--- src/rtl/force_arb_pkg.sv ---
// force_arb_pkg: shared types, default sizes and the round-robin pick function
// used by the force_arbiter override scheduler.
package force_arb_pkg;

    typedef enum logic [1:0] {
        ST_IDLE = 2'd0,
        ST_HOLD = 2'd1,
        ST_REL  = 2'd2
    } state_e;

    localparam int NREQ_DEF  = 4;
    localparam int LEN_W_DEF = 4;

    // The picker works on a fixed 8-wide vector so one function serves every NREQ in 2..8.
    localparam int RR_MAX   = 8;
    localparam int RR_IDX_W = 3;

    // First set request at or after ptr, wrapping modulo nreq. Returns 0 when nothing is set.
    function automatic logic [RR_IDX_W-1:0] rr_pick(
        input logic [RR_MAX-1:0]   req,
        input logic [RR_IDX_W-1:0] ptr,
        input logic [3:0]          nreq
    );
        logic [RR_IDX_W-1:0] win;
        logic                found;
        logic [3:0]          cand;
        win   = '0;
        found = 1'b0;
        for (int k = 0; k < RR_MAX; k++) begin
            cand = {1'b0, ptr} + 4'(k);
            // ptr < nreq and k < nreq, so a single subtraction is enough to wrap.
            if (cand >= nreq) begin
                cand = cand - nreq;
            end else begin
                cand = cand;
            end
            if (!found && (4'(k) < nreq) && req[cand[RR_IDX_W-1:0]]) begin
                win   = cand[RR_IDX_W-1:0];
                found = 1'b1;
            end else begin
                found = found;
            end
        end
        return win;
    endfunction

endpackage

--- src/rtl/force_arb_rr.sv ---
// force_arb_rr: combinational round-robin picker. Returns the first requester
// at or after rr_ptr_i (wrapping) and whether any requester is asking.
module force_arb_rr
    import force_arb_pkg::*;
#(
    parameter int NREQ = NREQ_DEF
) (
    input  logic [NREQ-1:0]         req_i,
    input  logic [$clog2(NREQ)-1:0] rr_ptr_i,
    output logic                    valid_o,
    output logic [$clog2(NREQ)-1:0] index_o
);

    localparam int IDX_W = $clog2(NREQ);

    logic [RR_MAX-1:0]   req_ext_s;
    logic [RR_IDX_W-1:0] ptr_ext_s;
    logic [RR_IDX_W-1:0] pick_s;

    // Widen the request/pointer to the function's fixed size and pick the winner.
    always_comb begin
        req_ext_s              = '0;
        req_ext_s[NREQ-1:0]    = req_i;
        ptr_ext_s              = '0;
        ptr_ext_s[IDX_W-1:0]   = rr_ptr_i;
        pick_s                 = rr_pick(req_ext_s, ptr_ext_s, 4'(NREQ));
        valid_o                = |req_i;
        index_o                = pick_s[IDX_W-1:0];
    end

endmodule

--- src/rtl/force_arbiter.sv ---
// force_arbiter: owns the x/y/z/or toggle-shift datapath and lets one of NREQ
// requesters at a time force y_q for a programmed number of cycles.
// Grant/hold/release sequencing is an IDLE -> HOLD -> REL FSM with registered
// outputs, so grant/force_en appear one edge after the FSM enters HOLD.
// Optional feature: define FORCE_ARB_ABORT_EN to let the owner end its hold
// early by dropping its request; by default the hold always runs its full length.
module force_arbiter
    import force_arb_pkg::*;
#(
    parameter int NREQ  = NREQ_DEF,
    parameter int LEN_W = LEN_W_DEF
) (
    input  logic                    clk,
    input  logic                    rst,
    input  logic                    run,
    input  logic [NREQ-1:0]         req,
    input  logic [NREQ-1:0]         req_val,
    input  logic [NREQ*LEN_W-1:0]   req_len,
    output logic [NREQ-1:0]         grant,
    output logic                    force_en,
    output logic                    done,
    output logic [$clog2(NREQ)-1:0] done_id,
    output logic                    x_q,
    output logic                    y_q,
    output logic                    z_q,
    output logic                    or_q
);

    localparam int                IDX_W     = $clog2(NREQ);
    localparam logic [NREQ-1:0]   GRANT_ONE = {{(NREQ-1){1'b0}}, 1'b1};
    localparam logic [LEN_W-1:0]  LEN_ONE   = {{(LEN_W-1){1'b0}}, 1'b1};
    localparam logic [IDX_W-1:0]  IDX_LAST  = IDX_W'(NREQ - 1);

    state_e             state_q;
    logic [IDX_W-1:0]   idx_q;
    logic [IDX_W-1:0]   rr_ptr_q;
    logic               val_q;
    logic [LEN_W-1:0]   cnt_q;

    logic               pick_valid_s;
    logic [IDX_W-1:0]   pick_idx_s;
    logic [LEN_W-1:0]   sel_len_s;
    logic [LEN_W-1:0]   load_len_s;
    logic               sel_val_s;
    logic               abort_s;

    force_arb_rr #(
        .NREQ (NREQ)
    ) u_rr (
        .req_i    (req),
        .rr_ptr_i (rr_ptr_q),
        .valid_o  (pick_valid_s),
        .index_o  (pick_idx_s)
    );

    // Select the candidate's value/length; a zero length still holds for one cycle.
    always_comb begin
        sel_len_s  = req_len[int'(pick_idx_s)*LEN_W +: LEN_W];
        sel_val_s  = req_val[pick_idx_s];
        if (sel_len_s == '0) begin
            load_len_s = LEN_ONE;
        end else begin
            load_len_s = sel_len_s;
        end
    end

    // Early-termination request from the current owner (only when the abort feature is built in).
    always_comb begin
`ifdef FORCE_ARB_ABORT_EN
        abort_s = ~req[idx_q];
`else
        abort_s = 1'b0;
`endif
    end

    // Grant/hold/release FSM; outputs are registered from the current state.
    always_ff @(posedge clk or posedge rst) begin
        if (rst) begin
            state_q  <= ST_IDLE;
            idx_q    <= '0;
            rr_ptr_q <= '0;
            val_q    <= 1'b0;
            cnt_q    <= '0;
            grant    <= '0;
            force_en <= 1'b0;
            done     <= 1'b0;
            done_id  <= '0;
        end else begin
            grant    <= '0;
            force_en <= 1'b0;
            done     <= 1'b0;
            done_id  <= '0;
            case (state_q)
                ST_IDLE: begin
                    if (pick_valid_s) begin
                        idx_q   <= pick_idx_s;
                        val_q   <= sel_val_s;
                        cnt_q   <= load_len_s;
                        state_q <= ST_HOLD;
                    end else begin
                        state_q <= ST_IDLE;
                    end
                end
                ST_HOLD: begin
                    grant    <= GRANT_ONE << idx_q;
                    force_en <= 1'b1;
                    if (abort_s) begin
                        cnt_q   <= '0;
                        state_q <= ST_REL;
                    end else if (cnt_q <= LEN_ONE) begin
                        cnt_q   <= '0;
                        state_q <= ST_REL;
                    end else begin
                        cnt_q   <= cnt_q - LEN_ONE;
                        state_q <= ST_HOLD;
                    end
                end
                ST_REL: begin
                    done    <= 1'b1;
                    done_id <= idx_q;
                    if (idx_q == IDX_LAST) begin
                        rr_ptr_q <= '0;
                    end else begin
                        rr_ptr_q <= idx_q + {{(IDX_W-1){1'b0}}, 1'b1};
                    end
                    state_q <= ST_IDLE;
                end
                default: begin
                    state_q <= ST_IDLE;
                end
            endcase
        end
    end

    // Toggle/shift datapath with the synchronous y override.
    always_ff @(posedge clk or posedge rst) begin
        if (rst) begin
            x_q  <= 1'b0;
            y_q  <= 1'b0;
            z_q  <= 1'b0;
            or_q <= 1'b0;
        end else begin
            x_q  <= run ? ~x_q : x_q;
            y_q  <= force_en ? val_q : x_q;
            z_q  <= x_q;
            or_q <= x_q | y_q;
        end
    end

endmodule

--- config.mk ---
export PLATFORM = sky130hd
export DESIGN_NAME = force_arbiter
export DESIGN_NICKNAME = d
export VERILOG_FILES = /design/src/rtl/force_arb_pkg.sv /design/src/rtl/force_arb_rr.sv /design/src/rtl/force_arbiter.sv
export SDC_FILE = /design/constraint.sdc
export NUM_CORES = 1
export LEC_CHECK = 0
export ABC_AREA = 0
export ABC_CLOCK_PERIOD_IN_PS = 2120
export CAP_MARGIN = 20
export CORE_ASPECT_RATIO = 0.75
export CORE_MARGIN = 2
export CORE_UTILIZATION = 48
export CTS_BUF_LIST = sky130_fd_sc_hd__clkbuf_4 sky130_fd_sc_hd__clkbuf_8
export CTS_CLUSTER_DIAMETER = 40
export DETAILED_ROUTE_END_ITERATION = 6
export GPL_TIMING_DRIVEN = 0
export PLACE_DENSITY = 0.82
export SYNTH_ARGS = -nofsm -noshare
export SYNTH_HDL_FRONTEND = slang
export SYNTH_SLANG_ARGS = --single-unit
--- constraint.sdc ---
create_clock -name clk -period 2.12 [get_ports clk]
set_input_delay 0.424 -clock clk [delete_from_list [all_inputs] [get_ports clk]]
set_output_delay 0.424 -clock clk [all_outputs]
set_load 0.005 [all_outputs]
## Word level (Yosys, flattened, before mapping)

Cells that the tools add are included.

| storage, ports and cells | value |
|---|---|
| input port bits | 27 |
| logic and storage cells | 86 |
| output and inout port bits | 12 |
| flip-flop bits (word level) | 23 |

| cells by class | value |
|---|---|
| $add $sub $neg | 9 |
| eq/ne operators | 4 |
| muxes and demuxes | 34 |
| shifts and indexed selects | 2 |
| bitwise logic cells | 2 |
| order comparisons | 10 |
| reduce and logical (&&, ||, !) cells | 12 |

Operators by type and width:

| cell | number |
|---|---|
| $lt A3 B4 Y1 const B | 4 |
| $mux W4 | 4 |
| $shiftx A16 B5 Y4 | 1 |
| $mux W2 | 7 |
| $bmux W1 S3 | 4 |
| $ge A4 B3 Y1 const B | 3 |
| $mux W1 | 12 |
| $mux W3 | 4 |
| $sub A3 B3 Y3 const B | 3 |
| $pmux W4 S2 | 1 |
| $add A2 B2 Y3 const B | 2 |
| $eq A2 B2 Y1 const B | 2 |
| $le A4 B1 Y1 const B | 1 |
| $logic_not A4 Y1 | 1 |
| $pmux W2 S2 | 1 |
| $reduce_and A2 Y1 | 2 |
| $reduce_or A4 Y1 | 1 |
| $shl A1 B2 Y4 const A | 1 |
| $sub A4 B1 Y4 const B | 1 |
| $add A2 B1 Y3 const B | 1 |
| $ge A2 B3 Y1 const B | 1 |
| $logic_and A1 B1 Y1 | 3 |
| $logic_not A1 Y1 | 3 |
| $lt A2 B3 Y1 const B | 1 |
| 9 further kinds | 9 |

## Depth between registers and ports, before layout

| logic depth | value |
|---|---|
| word-level depth | 19 |
| mapped depth | 7 |

## By module

A second synthesis with hierarchy kept.

| unflattened totals | value |
|---|---|
| cells, all modules | 95 |
| area, all modules | 1157.4 um^2 |

Modules (own cells, without submodules):

| module | area an instance (um^2) | instances | cells an instance |
|---|---|---|---|
| force_arbiter | 1083.5 | 1 | 83 |
| force_arb_rr | 73.8 | 1 | 12 |

## Worst setup path before layout

Ideal clock, no wire load.

| path | value |
|---|---|
| path kind | input-to-reg |
| start point | input req[3] |
| end point | register cnt_q[2] |
| arrival time | 1.486 ns |
| cell stages on the path | 6 |
| setup time | 0.124 ns |
| path buffers | 0 |
| path slack | 0.510 ns |
| data required time | 1.996 ns |
| cell sequence | nand2b_2 a211o_4 nand3_1 and3_1 nor3_1 a211o_1 |

| between the ends | value |
|---|---|
| cells in the longest elaborated chain, start to end | 17 |
| elaborated cells between the ends (all ways) | 29 |
| those cells by class | 1 x eq/ne; 1 x shift; 18 x mux; 9 x reduce/logical |

Ends and longest elaborated chain:

| item | RTL line | text |
|---|---|---|
| start: declaration | force_arbiter.sv:16 | `input logic [NREQ-1:0] req,` |
| $bmux W1 S3 | force_arb_pkg.sv:37 | `if (!found && (4'(k) < nreq) && req[cand[RR_IDX_W-1:0]]) begin` |
| $mux W1 (implied by the code) | force_arb_pkg.sv:37 |  |
| $mux W1 | force_arb_pkg.sv:37 |  |
| $logic_not A1 Y1 | force_arb_pkg.sv:37 |  |
| $logic_and A1 B1 Y1 | force_arb_pkg.sv:37 |  |
| $mux W1 | force_arb_pkg.sv:37 |  |
| $logic_not A1 Y1 | force_arb_pkg.sv:37 |  |
| $logic_and A1 B1 Y1 | force_arb_pkg.sv:37 |  |
| $mux W1 | force_arb_pkg.sv:37 |  |
| $logic_not A1 Y1 | force_arb_pkg.sv:37 |  |
| $logic_and A1 B1 Y1 | force_arb_pkg.sv:37 |  |
| $mux W2 | force_arb_pkg.sv:37 |  |
| $shiftx A16 B5 Y4 | force_arbiter.sv:58 | `sel_len_s = req_len[int'(pick_idx_s)*LEN_W +: LEN_W];` |
| $logic_not A4 Y1 | force_arbiter.sv:60 | `if (sel_len_s == '0) begin` |
| $mux W4 | force_arbiter.sv:60 |  |
| $mux W4 | force_arbiter.sv:95 | `if (pick_valid_s) begin` |
| $pmux W4 S2 | force_arbiter.sv:93 | `case (state_q)` |
| end signal: assignment | force_arbiter.sv:98 | `cnt_q <= load_len_s;` |
| end signal: assignment | force_arbiter.sv:114 | `cnt_q <= cnt_q - LEN_ONE;` |
| end: declaration | force_arbiter.sv:38 | `logic [LEN_W-1:0] cnt_q;` |

Several ways; a longest one is shown, not always the timed one. The select of a mux whose other input is x is not followed.
A chain may end at the register's enable or synchronous reset.

## Final worst setup path

Same ends and word-level chain as after synthesis.

==> flow_metrics.tcl <==
set metrics [dict create \
    status "finished, final reports clean" \
    leakage_nw 0.789 \
    worst_slack_ps 178 \
    pwr-share-comb 0.534 \
    p_sw_mw 0.807 \
    track_usage 0.192 \
    htreeDepth 1 \
    grt_pass1_vias 1032 \
    cts_sinks 23 \
    synth_nets 160 \
    synth-main-ff-cell "dfrtp_1" \
    swShare 0.382 \
    tns_ps 0 \
    clockBufferDepth 2 \
    start_kind "input pin" \
    num_rows 16 \
    die_h_um 48.9 \
    criticalPathCategory "input pin to flip-flop" \
    grt_max_degree 24 \
    crit_chain "clkdlybuf4s50_1, or2_1, buf_4, nor3_1, or3_1, buf_6, nor3_1, a211o_1" \
    worst-path-max-fanout 10 \
    hold_viol_final 0 \
    required_ps 2390 \
    final_cell_mix "clkdlybuf4s50_1, dfrtp_1, nand3_1, o21ai_0" \
    path_common_cell "nor3_1" \
    numCtsBuffers 3 \
    synthDistinctLibCells 34 \
    final_max_slew_viol_count 0 \
    synth_area_per_cell_um2 10.1 \
    holdWs_ps 495 \
    min_path_type "flip-flop to flip-flop" \
    total_power_mw 2.11 \
    n_antenna_cell 0 \
    drc 0 \
    ys_top_cells_by_area "dfrtp_1, ha_1, nand3_1" \
    io_buffers 38 \
    clk_pin_slew_ps 130 \
    async_flop_share 1.00 \
    drt-met1-wl_um 1190 \
    dp_hpwl_um 2190 \
    rsz0062_at_grt "no" \
    core_um2 2580 \
    first_pass_iters 4 \
    arrival_ps 2210 \
    synth.top_cell.area_share 0.447 \
    intPower_mw 1.31 \
    synth_enable_flop_cells 0 \
    gp_congestion 0.893 \
    final_common_cell "clkdlybuf4s50_1" \
    ctsHoldBuffers 0 \
    setup_violations 0 \
    placed_cell_area_um2 1710 \
    first_iter_violations 41 \
    dieArea_um2 3120 \
    clkPwrFrac 0.097 \
    antenna_found_initial 0 \
    power_frac_seq 0.369 \
    dr_total_vias 1104 \
    min_period_ps 1940 \
    dp_slack_ps -167 \
    path_buf_inv 3 \
    power_density_nw_per_um2 1200 \
    maxCapViolations 0 \
    start_util 0.499 \
    clk_latency_ps 310 \
    cts-root-buf "clkbuf_4" \
    wl_met2_um 1400 \
    num-fill-cells 200 \
    synth.ff_latch_count 23 \
    clock_skew_ps 2.79 \
    postCtsResizedCells 0 \
    critical-path-max-stage-delay_ps 540 \
    cts_tree "yes" \
    yosys.area.top_type "dfrtp_1" \
    final_antenna_net_count 0 \
    grt-ovfl-total 0 \
    wl_met3_um 150 \
    layout-drive-gt1-share 0.123 \
    wl_per_cell_um 13.4 \
    layout.nets 205 \
    worstMarginPinSlew_ps 826 \
    irDropWorstVdd_mv 0.749 \
    yosys_warnings 0 \
    synthCells 127 \
    ys_seq_area_frac 0.447 \
    highest_layer "met4" \
    cp_top_family "buffers and inverters" \
    slowest_stage "clkdlybuf4s50_1" \
    die_x_um 63.8 \
    grt_pass1_wl_um 4660 \
    final_cell_area_um2 1760 \
    wl_um 2770 \
    viasPerCell 5.33 \
    period_share 0.916 \
    synth_area_um2 1290 \
    crit_path_end_kind "flip-flop" \
    max_slew_margin 0.449 \
    area_delta_synth_final_pct 36.3 \
    ios 39 \
    fmax_ghz 0.515 \
]
## flip-flops by register name, indices dropped and copies added (netlist names)
register / flops
val_q: 1
cnt_q: 4
or_q: 1
done: 1
idx_q: 2
grant: 4
rr_ptr_q: 2
z_q: 1
state_q: 2
y_q: 1
force_en: 1
x_q: 1
done_id: 2
## cells by family after synthesis
kind of cell	Yosys count	synth area share
and+or+nand+nor	51	0.215
DFF	23	0.447
AOI/OAI and AO/OA	29	0.166
buffers and inverters	9	0.0408
adders and majority gates	6	0.0583
xor gates and xnor gates	1	0.00680
muxes	8	0.0670
## Yosys cell counts, types with 2 or more instances
| library cell | n |
|---|---|
| a21o_1 | 2 |
| and2_1 | 6 |
| mux2i_1 | 3 |
| o21ai_1 | 3 |
| nand2b_1 | 2 |
| o211a_1 | 3 |
| a31oi_1 | 2 |
| inv_1 | 6 |
| nor2_1 | 7 |
| nand2_1 | 7 |
| nand3_1 | 12 |
| and3_1 | 4 |
| o21ai_0 | 12 |
| nor3_1 | 6 |
| mux2_2 | 5 |
| ha_1 | 6 |
| buf_6 | 2 |
| dfrtp_1 | 23 |
## worst register-to-register path, cell delays in order, from the launching register on
cell	delay, ps
dfrtp_1	480
nor3b_4	200
a211oi_4	370
o21ai_0	130
and3_1	210
nor3_1	190
o21bai_1	140
## worst paths after layout
path                       cells after the start               startpoint              endpoint  slack, ps
max in group asynchronous                      2                      rst  idx_q[0]$_DFFE_PP0P_       1060
hold reg to reg                                0          x_q$_DFFE_PP0P_         z_q$_DFF_PP0_        500
hold / removal                                 0          x_q$_DFFE_PP0P_         z_q$_DFF_PP0_        500
min in group asynchronous                      2                      rst         z_q$_DFF_PP0_        560
setup / recovery                               8                   req[3]  cnt_q[2]$_DFFE_PP0P_        180
setup reg to reg                               6  rr_ptr_q[0]$_DFFE_PP0P_  cnt_q[3]$_DFFE_PP0P_        350
## per-stage QoR
stage | util | std cells
after floorplan | - | 127
after global placement | 0.664 | 201
after detailed placement | 0.664 | 201
after CTS | 0.674 | 205
after global routing | 0.680 | 207
final | 0.680 | 207
## power groups by stage
stage / sequential (mW) / combinational (mW) / clock, mW
floorplan: 0.764 / 0.720 / 0
global placement: 0.771 / 1.05 / 0
detailed placement: 0.789 / 1.10 / 0
CTS: 0.779 / 1.11 / 0.206
global route: 0.801 / 1.27 / 0.229
finish: 0.779 / 1.13 / 0.206
## final cells by class
cell class | count | area [µm²] | area share
sequential | 23 | 576 | 0.328
multi-input combinational | 95 | 661 | 0.376
tap | 36 | 45.0 | 0.0256
clock buffer | 3 | 22.5 | 0.0128
timing repair buffer | 40 | 395 | 0.225
inverter | 6 | 22.5 | 0.0128
clock inverter | 1 | 5.00 | 0.00285
buffer | 3 | 30.0 | 0.0171
## metal layers
layer / vias up / global-route usage
li1: 541 / -
met1: 515 / 0.236
met2: 42 / 0.330
met3: 6 / 0.0439
met4: 0 / 0.0688
met5: - / 0
## timing repair
item                                   4_1_cts  5_1_grt
endpoints found under the hold margin        0        0
buffers inserted                             0        2
setup endpoints to repair                    0        1
No activity file was read; power rests on OpenSTA's default activity.
